$ cat src/rtl/mem_arbiter.sv
// Two-master memory arbiter: a CPU that owns the bus by default and a DMA
// requester that is granted bounded bursts in between CPU read cycles.
// Memory-side signals are a pure mux of the current owner; DMA read data
// is flagged by a tag pipeline matched to the memory read latency.
module mem_arbiter #(
  parameter int MAX_DMA_BURST  = 8,
  parameter int MIN_CPU_CYCLES = 1,
  parameter int READ_LATENCY   = 1
) (
  input  logic        clk,
  input  logic        reset,
  input  logic [15:0] cpu_address_out,
  input  logic [7:0]  cpu_data_out,
  input  logic        cpu_READ_write,
  output logic [7:0]  cpu_data_in,
  output logic        cpu_rdy,
  input  logic        dma_req,
  input  logic [15:0] dma_address,
  input  logic [7:0]  dma_data_out,
  input  logic        dma_READ_write,
  output logic        dma_grant,
  output logic [7:0]  dma_data_in,
  output logic        dma_rvalid,
  output logic [15:0] mem_address,
  output logic [7:0]  mem_data_in,
  output logic        mem_READ_write,
  input  logic [7:0]  mem_data_out
);

  typedef enum logic {
    S_CPU = 1'b0,
    S_DMA = 1'b1
  } state_t;

  localparam logic [7:0] MIN_CPU   = 8'(MIN_CPU_CYCLES);
  localparam logic [7:0] MAX_BURST = 8'(MAX_DMA_BURST);

  state_t                  state;
  logic [7:0]              cpu_cnt;
  logic [7:0]              dma_cnt;
  logic [7:0]              cpu_cnt_inc;
  logic [7:0]              dma_cnt_inc;
  logic                    grant_ok;
  logic                    burst_done;
  logic                    dma_rd_issue;
  logic [READ_LATENCY-1:0] tag_pipe;

  // cpu_cnt_inc is the number of CPU cycles owned including the current one,
  // so MIN_CPU_CYCLES=1 lets the DMA back in after a single CPU cycle.
  assign cpu_cnt_inc  = (cpu_cnt == 8'hFF) ? 8'hFF : cpu_cnt + 8'd1;
  assign dma_cnt_inc  = dma_cnt + 8'd1;
  assign grant_ok     = dma_req & cpu_READ_write & (cpu_cnt_inc >= MIN_CPU);
  assign burst_done   = dma_req & (dma_cnt_inc >= MAX_BURST);
  assign dma_rd_issue = (state == S_DMA) & dma_req & dma_READ_write;

  // Ownership FSM with its cycle counters and registered ownership flags;
  // a CPU write is never preempted because grant_ok requires a CPU read.
  always_ff @(posedge clk or negedge reset) begin
    if (!reset) begin
      state     <= S_CPU;
      cpu_cnt   <= MIN_CPU;
      dma_cnt   <= 8'd0;
      cpu_rdy   <= 1'b1;
      dma_grant <= 1'b0;
    end else begin
      case (state)
        S_CPU: begin
          cpu_cnt <= cpu_cnt_inc;
          if (grant_ok) begin
            state     <= S_DMA;
            dma_cnt   <= 8'd0;
            cpu_rdy   <= 1'b0;
            dma_grant <= 1'b1;
          end
        end
        S_DMA: begin
          if (dma_req) begin
            dma_cnt <= dma_cnt_inc;
          end
          if (!dma_req || burst_done) begin
            state     <= S_CPU;
            cpu_cnt   <= 8'd0;
            cpu_rdy   <= 1'b1;
            dma_grant <= 1'b0;
          end
        end
        default: begin
          state     <= S_CPU;
          cpu_cnt   <= 8'd0;
          cpu_rdy   <= 1'b1;
          dma_grant <= 1'b0;
        end
      endcase
    end
  end

  // Owner tag pipeline: one bit per DMA read issue, aged one stage per clock,
  // independent of later ownership changes so in-flight reads still complete.
  always_ff @(posedge clk or negedge reset) begin
    if (!reset) begin
      tag_pipe <= '0;
    end else begin
      tag_pipe[0] <= dma_rd_issue;
      for (int i = 1; i < READ_LATENCY; i++) begin
        tag_pipe[i] <= tag_pipe[i-1];
      end
    end
  end

  assign dma_rvalid = tag_pipe[READ_LATENCY-1];

  // Memory-side mux of the owning master; an idle DMA slot is forced to a read
  // so a stale DMA write request can never reach memory.
  always_comb begin
    mem_address    = cpu_address_out;
    mem_data_in    = cpu_data_out;
    mem_READ_write = cpu_READ_write;
    if (state == S_DMA) begin
      mem_address    = dma_address;
      mem_data_in    = dma_data_out;
      mem_READ_write = dma_req ? dma_READ_write : 1'b1;
    end
  end

  assign cpu_data_in = mem_data_out;
  assign dma_data_in = mem_data_out;

endmodule
$ cat config.mk
export PLATFORM = sky130hd
export DESIGN_NAME = mem_arbiter
export DESIGN_NICKNAME = d
export VERILOG_FILES = /design/src/rtl/mem_arbiter.sv
export SDC_FILE = /design/constraint.sdc
export NUM_CORES = 1
export LEC_CHECK = 0
export CORE_MARGIN = 2
export CORE_UTILIZATION = 37
export DETAILED_ROUTE_END_ITERATION = 16
export HOLD_SLACK_MARGIN = 0.02
export PLACE_DENSITY = 0.87
export SLEW_MARGIN = 10
export SYNTH_ARGS = -nofsm -noshare
export SYNTH_HDL_FRONTEND = slang
export SYNTH_SLANG_ARGS = --single-unit
$ cat constraint.sdc
create_clock -name clk -period 2.5 [get_ports clk]
set_input_delay 0.5 -clock clk [delete_from_list [all_inputs] [get_ports clk]]
set_output_delay 0.5 -clock clk [all_outputs]
set_load 0.005 [all_outputs]
* Word level (Yosys, flattened, before mapping)
Index checks and enable logic that the tools add are counted.
** Word-level totals
- Register bits after elaboration :: 20
- Input port bits :: 61
- Output and inout bits :: 44
** Operators by class
- Add/subtract/negate cells :: 2
- Order comparisons :: 2
- Equal/unequal tests :: 4
- Mux-type cells :: 19
- Bitwise operators :: 6
- Reduce and logical (&&, ||, !) cells :: 4
** Operators by type and width (number)
- $mux W8 :: 5
- $pmux W8 S2 :: 2
- $add A8 B1 Y8 const B :: 2
- $mux W16 :: 1
- $eq A8 B8 Y1 const B :: 1
- $ge A8 B1 Y1 const B :: 1
- $ge A8 B4 Y1 const B :: 1
- $mux W1 :: 8
- $pmux W1 S2 :: 3
- $and A1 B1 Y1 :: 5
- $ne A2 B2 Y1 const B :: 2
- $reduce_and A2 Y1 :: 2
- $ne A2 B1 Y1 const B :: 1
- $logic_not A1 Y1 :: 1
- $logic_or A1 B1 Y1 :: 1
- $not A1 Y1 :: 1

* Depth between registers and ports, before layout
- Word-level depth :: 6
- Depth in mapped cells :: 7
- Depth with buffers taken out :: 6

* Worst setup path after synthesis
OpenSTA, ideal clock, no wires.
- Path kind :: register -> register
- Start :: reg cpu_cnt[0]
- End :: reg dma_cnt[6]
- Setup time :: 141 ps
- Arrival :: 1646 ps
- Required time :: 2359 ps
- Setup slack :: 713 ps
- Stages on the path, launching flop included :: 7
- Path buffers :: 0
- Path through :: dfstp_2 > ha_1 > nand4_1 > a21oi_1 > o211ai_2 > a41oi_2 > o22ai_1
** On the way
- Cells in the longest elaborated chain, start to end :: 6
** RTL lines
- start, declared :: line 39 : logic [7:0] cpu_cnt;
- start signal, assigned :: line 68 : cpu_cnt <= cpu_cnt_inc;
- $add A8 B1 Y8 or $eq A8 B8 Y1 (tied branches) :: line 50 : assign cpu_cnt_inc = (cpu_cnt == 8'hFF) ? 8'hFF : cpu_cnt + 8'd1;
- $mux W8 * :: line 50
- $ge A8 B1 Y1 * :: line 52 : assign grant_ok = dma_req & cpu_READ_write & (cpu_cnt_inc >= MIN_CPU);
- $and A1 B1 Y1 * :: line 52
- $ne A2 B2 Y1 (no line) *
- $reduce_and A2 Y1 (no line) *
- end signal, assigned :: line 78 : dma_cnt <= dma_cnt_inc;
- end, declared :: line 40 : logic [7:0] dma_cnt;
Mark *: on every way between the ends. The rest lies on a longest branch, timed or not.
A chain may end at the register's enable or synchronous reset.

* Worst setup path after layout
- Start :: reg state
- End :: out mem_data_in[7]
** On the way
- Cells in the longest elaborated chain, start to end :: 1
** RTL lines
- start, declared :: line 38 : state_t state;
- start signal, assigned :: line 60 : state <= S_CPU;
- start signal, assigned :: line 70 : state <= S_DMA;
- start signal, assigned :: line 81 : state <= S_CPU;
- $mux W8 :: line 118 : if (state == S_DMA) begin
- end, declared :: line 25 : output logic [7:0] mem_data_in,
Every way passes these cells.

==> flow_summary.toml <==
[power_and_ir_drop]
cellPowerDensity_nw_per_um2 = 809.2
power.total_mw = 1.932
peakVddDrop_uv = 402.6
leakagePower_nw = 0.9490

[yosys]
yosysWarnings = 0
synth-compound-area-share_pct = 19.53
synth_area_um2 = 1614
avgSynthCellArea_um2 = 9.171
synthSimpleGateAreaFrac_pct = 14.57
syn_inst = 176
ys_types = 46
synth_fa_ha_area_share_pct = 2.326
synthXorXnorAreaFrac_pct = 1.085
ys_seq_area_share_pct = 31.16
synth_ff_type = "dfrtp_1"
synth_mux_area_share_pct = 17.98
async_reset_ff_share_pct = 100.0
synth_edf_count = 0
synth_top_family_by_area = "compound AO/OA/AOI/OAI gates"
syn-num-nets = 240
synth-seq-cells = 20

[critical_path]
critPathMaxStageDelay_ns = 0.45
arrival_ns = 1.77
slowest_stage = "clkdlybuf4s50_1"
timing.critical_path.from_type = "flop"
critical_path.cell_chain = "buf_4 -> mux2_2 -> clkdlybuf4s50_1"
end_kind = "output pin"
cp_top_family = "buffers and inverters"
worstPathRequired_ns = 2.00
crit_fanout = 24
path_buf_inv = 2
worstSetupPathType = "flop to output pin"

[global_routing]
antenna_found_initial = 0
grtUsageTotal_pct = 17.34
grt_max_degree = 25
grt_pass1_vias = 1471
grt_overflow = 0
grt_pass1_wl_um = 6948

[clocking]
cts_sinks = 20
cts_tree = "built"
clkTransAtPathRegs_ns = 0.07
clock_path_buffers = 2
cts_resized = 0
cts_root_buf = "clkbuf_8"
h-tree-depth = 1
cts_made_buffers = 3
insertion_delay_ns = 0.26
post_cts_buffers = 0
cts_hold_buf = 0

[route]
first_iter_violations = 61
ant_nets = 0
drtPass1Iterations = 4
wl_per_cell_um = 14.61
drcViolationCount = 0
drt_wl_total_um = 4265
vias = 1520
vias_per_cell = 5.205

[die]
die_w_um = 70.05
dieArea_um2 = 4906
fp-row-count = 24
die_h_um = 70.05
core-area_um2 = 4264
initial_core_util_pct = 37.85
io_pins = 105

[run_status]
status = "finished clean"

[timing]
finalSetupTns_ns = 0
period_share_pct = 90.69
slew_violations = 0
fin_skew_ns = 0.003147
tightest_slew_ns = 0.4251
hold_viol_final = 0
rsz0062_at_grt = "false"
fmax_mhz = 441.0
whs_ns = 0.5059
relSlewSlack_pct = 71.66
setup_violations = 0
min_period_ns = 2.267

[cells_and_area]
ff_latch_area_um2 = 503.0
drive_above_1_share_pct = 18.33
fillers = 396
antenna_cells = 0
multi_input_area_um2 = 895.9
syn_to_final_growth_pct = 47.91
num-nets-final = 305

[job]
cap_viol_max_count = 0

[placement]
portBuffers = 80
place_congestion = 0.8158
dpl.hpwl_um = 3394

[min_path]
hold_class = "flop to flop"
==> path summary, 6_finish.rpt <==
path                                        start                     end  slack, ns  cells past startpoint
setup / recovery                  state$_DFF_PN0_          mem_data_in[7]       0.23                      3
setup reg to reg           cpu_cnt[0]$_DFFE_PN1P_  dma_cnt[6]$_DFFE_PN0P_       0.44                      6
min in group asynchronous                   reset  cpu_cnt[6]$_DFFE_PN0P_       0.58                      2
max in group asynchronous                   reset  cpu_cnt[0]$_DFFE_PN1P_       1.65                      2
hold / removal                cpu_rdy$_DFFE_PN1P_     cpu_rdy$_DFFE_PN1P_       0.51                      1
hold reg to reg               cpu_rdy$_DFFE_PN1P_     cpu_rdy$_DFFE_PN1P_       0.51                      1
==> worst register-to-register path, delay by kind of cell (launching register included) <==
family / cells / cell delay, ns
flops: 1 / 0.58
simple gates: 1 / 0.21
fa+ha+maj: 1 / 0.25
compound gates: 4 / 0.89
==> cell type report <==
cell class	count	share of cell area, %
Sequential cell	20	21.07
Timing Repair Buffer	84	34.80
Tap cell	52	2.725
Clock buffer	4	2.306
Inverter	10	1.572
Multi-Input combinational cell	122	37.53
==> power by group <==
group | switching, mW | total (mW) | internal (mW)
clock | 0.104 | 0.244 | 0.140
combinational | 0.455 | 1.08 | 0.623
sequential | 0.155 | 0.609 | 0.454
==> layout by cell type, fill, tap and decap left out, types with 2 or more instances in the layout <==
| cell type | netlist | routed |
|---|---|---|
| clkdlybuf4s50_1 | 0 | 80 |
| mux2_2 | 24 | 24 |
| dfrtp_1 | 18 | 18 |
| nor2_1 | 13 | 13 |
| inv_1 | 10 | 10 |
| a21oi_1 | 9 | 9 |
| nand3_1 | 8 | 8 |
| o21ai_0 | 8 | 8 |
| nand2_1 | 7 | 7 |
| nor3_1 | 4 | 4 |
| a211oi_1 | 4 | 4 |
| o22ai_1 | 4 | 4 |
| clkbuf_8 | 0 | 4 |
| buf_4 | 17 | 4 |
| nand4_1 | 3 | 3 |
| a31o_2 | 3 | 3 |
| a311oi_1 | 3 | 3 |
| ha_1 | 3 | 3 |
| and3_1 | 2 | 2 |
| a31oi_1 | 2 | 2 |
| o21ai_1 | 2 | 2 |
| mux2i_1 | 2 | 2 |
| dfstp_2 | 2 | 2 |
==> metrics by stage <==
step | utilization, % | area [µm²] | std cells | setup slack [ns]
4_1_cts | 55.99 | 2387 | 292 | 0.2181
3_3_place_gp | 54.69 | 2332 | 288 | 0.3186
3_5_place_dp | 54.69 | 2332 | 288 | 0.3218
2_1_floorplan | - | 1614 | 176 | 0.7130
6_report | 55.99 | 2387 | 292 | 0.2327
5_1_grt | 55.99 | 2387 | 292 | 0.1479
==> metal layers <==
| layer | vias up | wire length [µm] | track usage, % |
|---|---|---|---|
| met1 | 722 | 1801 | 21.21 |
| met4 | 0 | 34 | 3.419 |
| met2 | 33 | 2254 | 31.32 |
| met5 | - | 0 | 0 |
| met3 | 5 | 175 | 3.752 |
| li1 | 760 | - | - |
==> Yosys cell counts (2+ instances only) <==
cell      number  area [µm²]
a211oi_1       4       30.03
a21oi_1        9       45.04
a311oi_1       3       26.28
a31o_2         3       26.28
a31oi_1        2       12.51
and3_1         2       12.51
buf_4         17       127.6
buf_6          3       33.78
clkbuf_1       2       7.510
dfrtp_1       18       450.4
dfstp_2        2       52.55
ha_1           3       37.54
inv_1         10       37.54
mux2_2        24       270.3
mux2i_1        2       20.02
nand2_1        7       26.28
nand3_1        8       40.04
nand4_1        3       18.77
nor2_1        13       48.80
nor3_1         4       20.02
o21ai_0        8       40.04
o21ai_1        2       10.01
o22ai_1        4       25.02
==> registers in the layout, indices dropped and copies added, names as in the netlist <==
name and cells:
dma_cnt 8, cpu_rdy 1, dma_grant 1, cpu_cnt 8
state 1, dma_rvalid 1
==> cells by family after synthesis <==
family | count (synthesis)
multiplexers | 26
AND/OR/NAND/NOR | 46
buffers and inverters | 34
flip-flops | 20
XOR/XNOR | 2
AO/OA/AOI/OAI | 45
adder cells (fa/ha/maj) | 3
(Power assumes the default switching activity.)
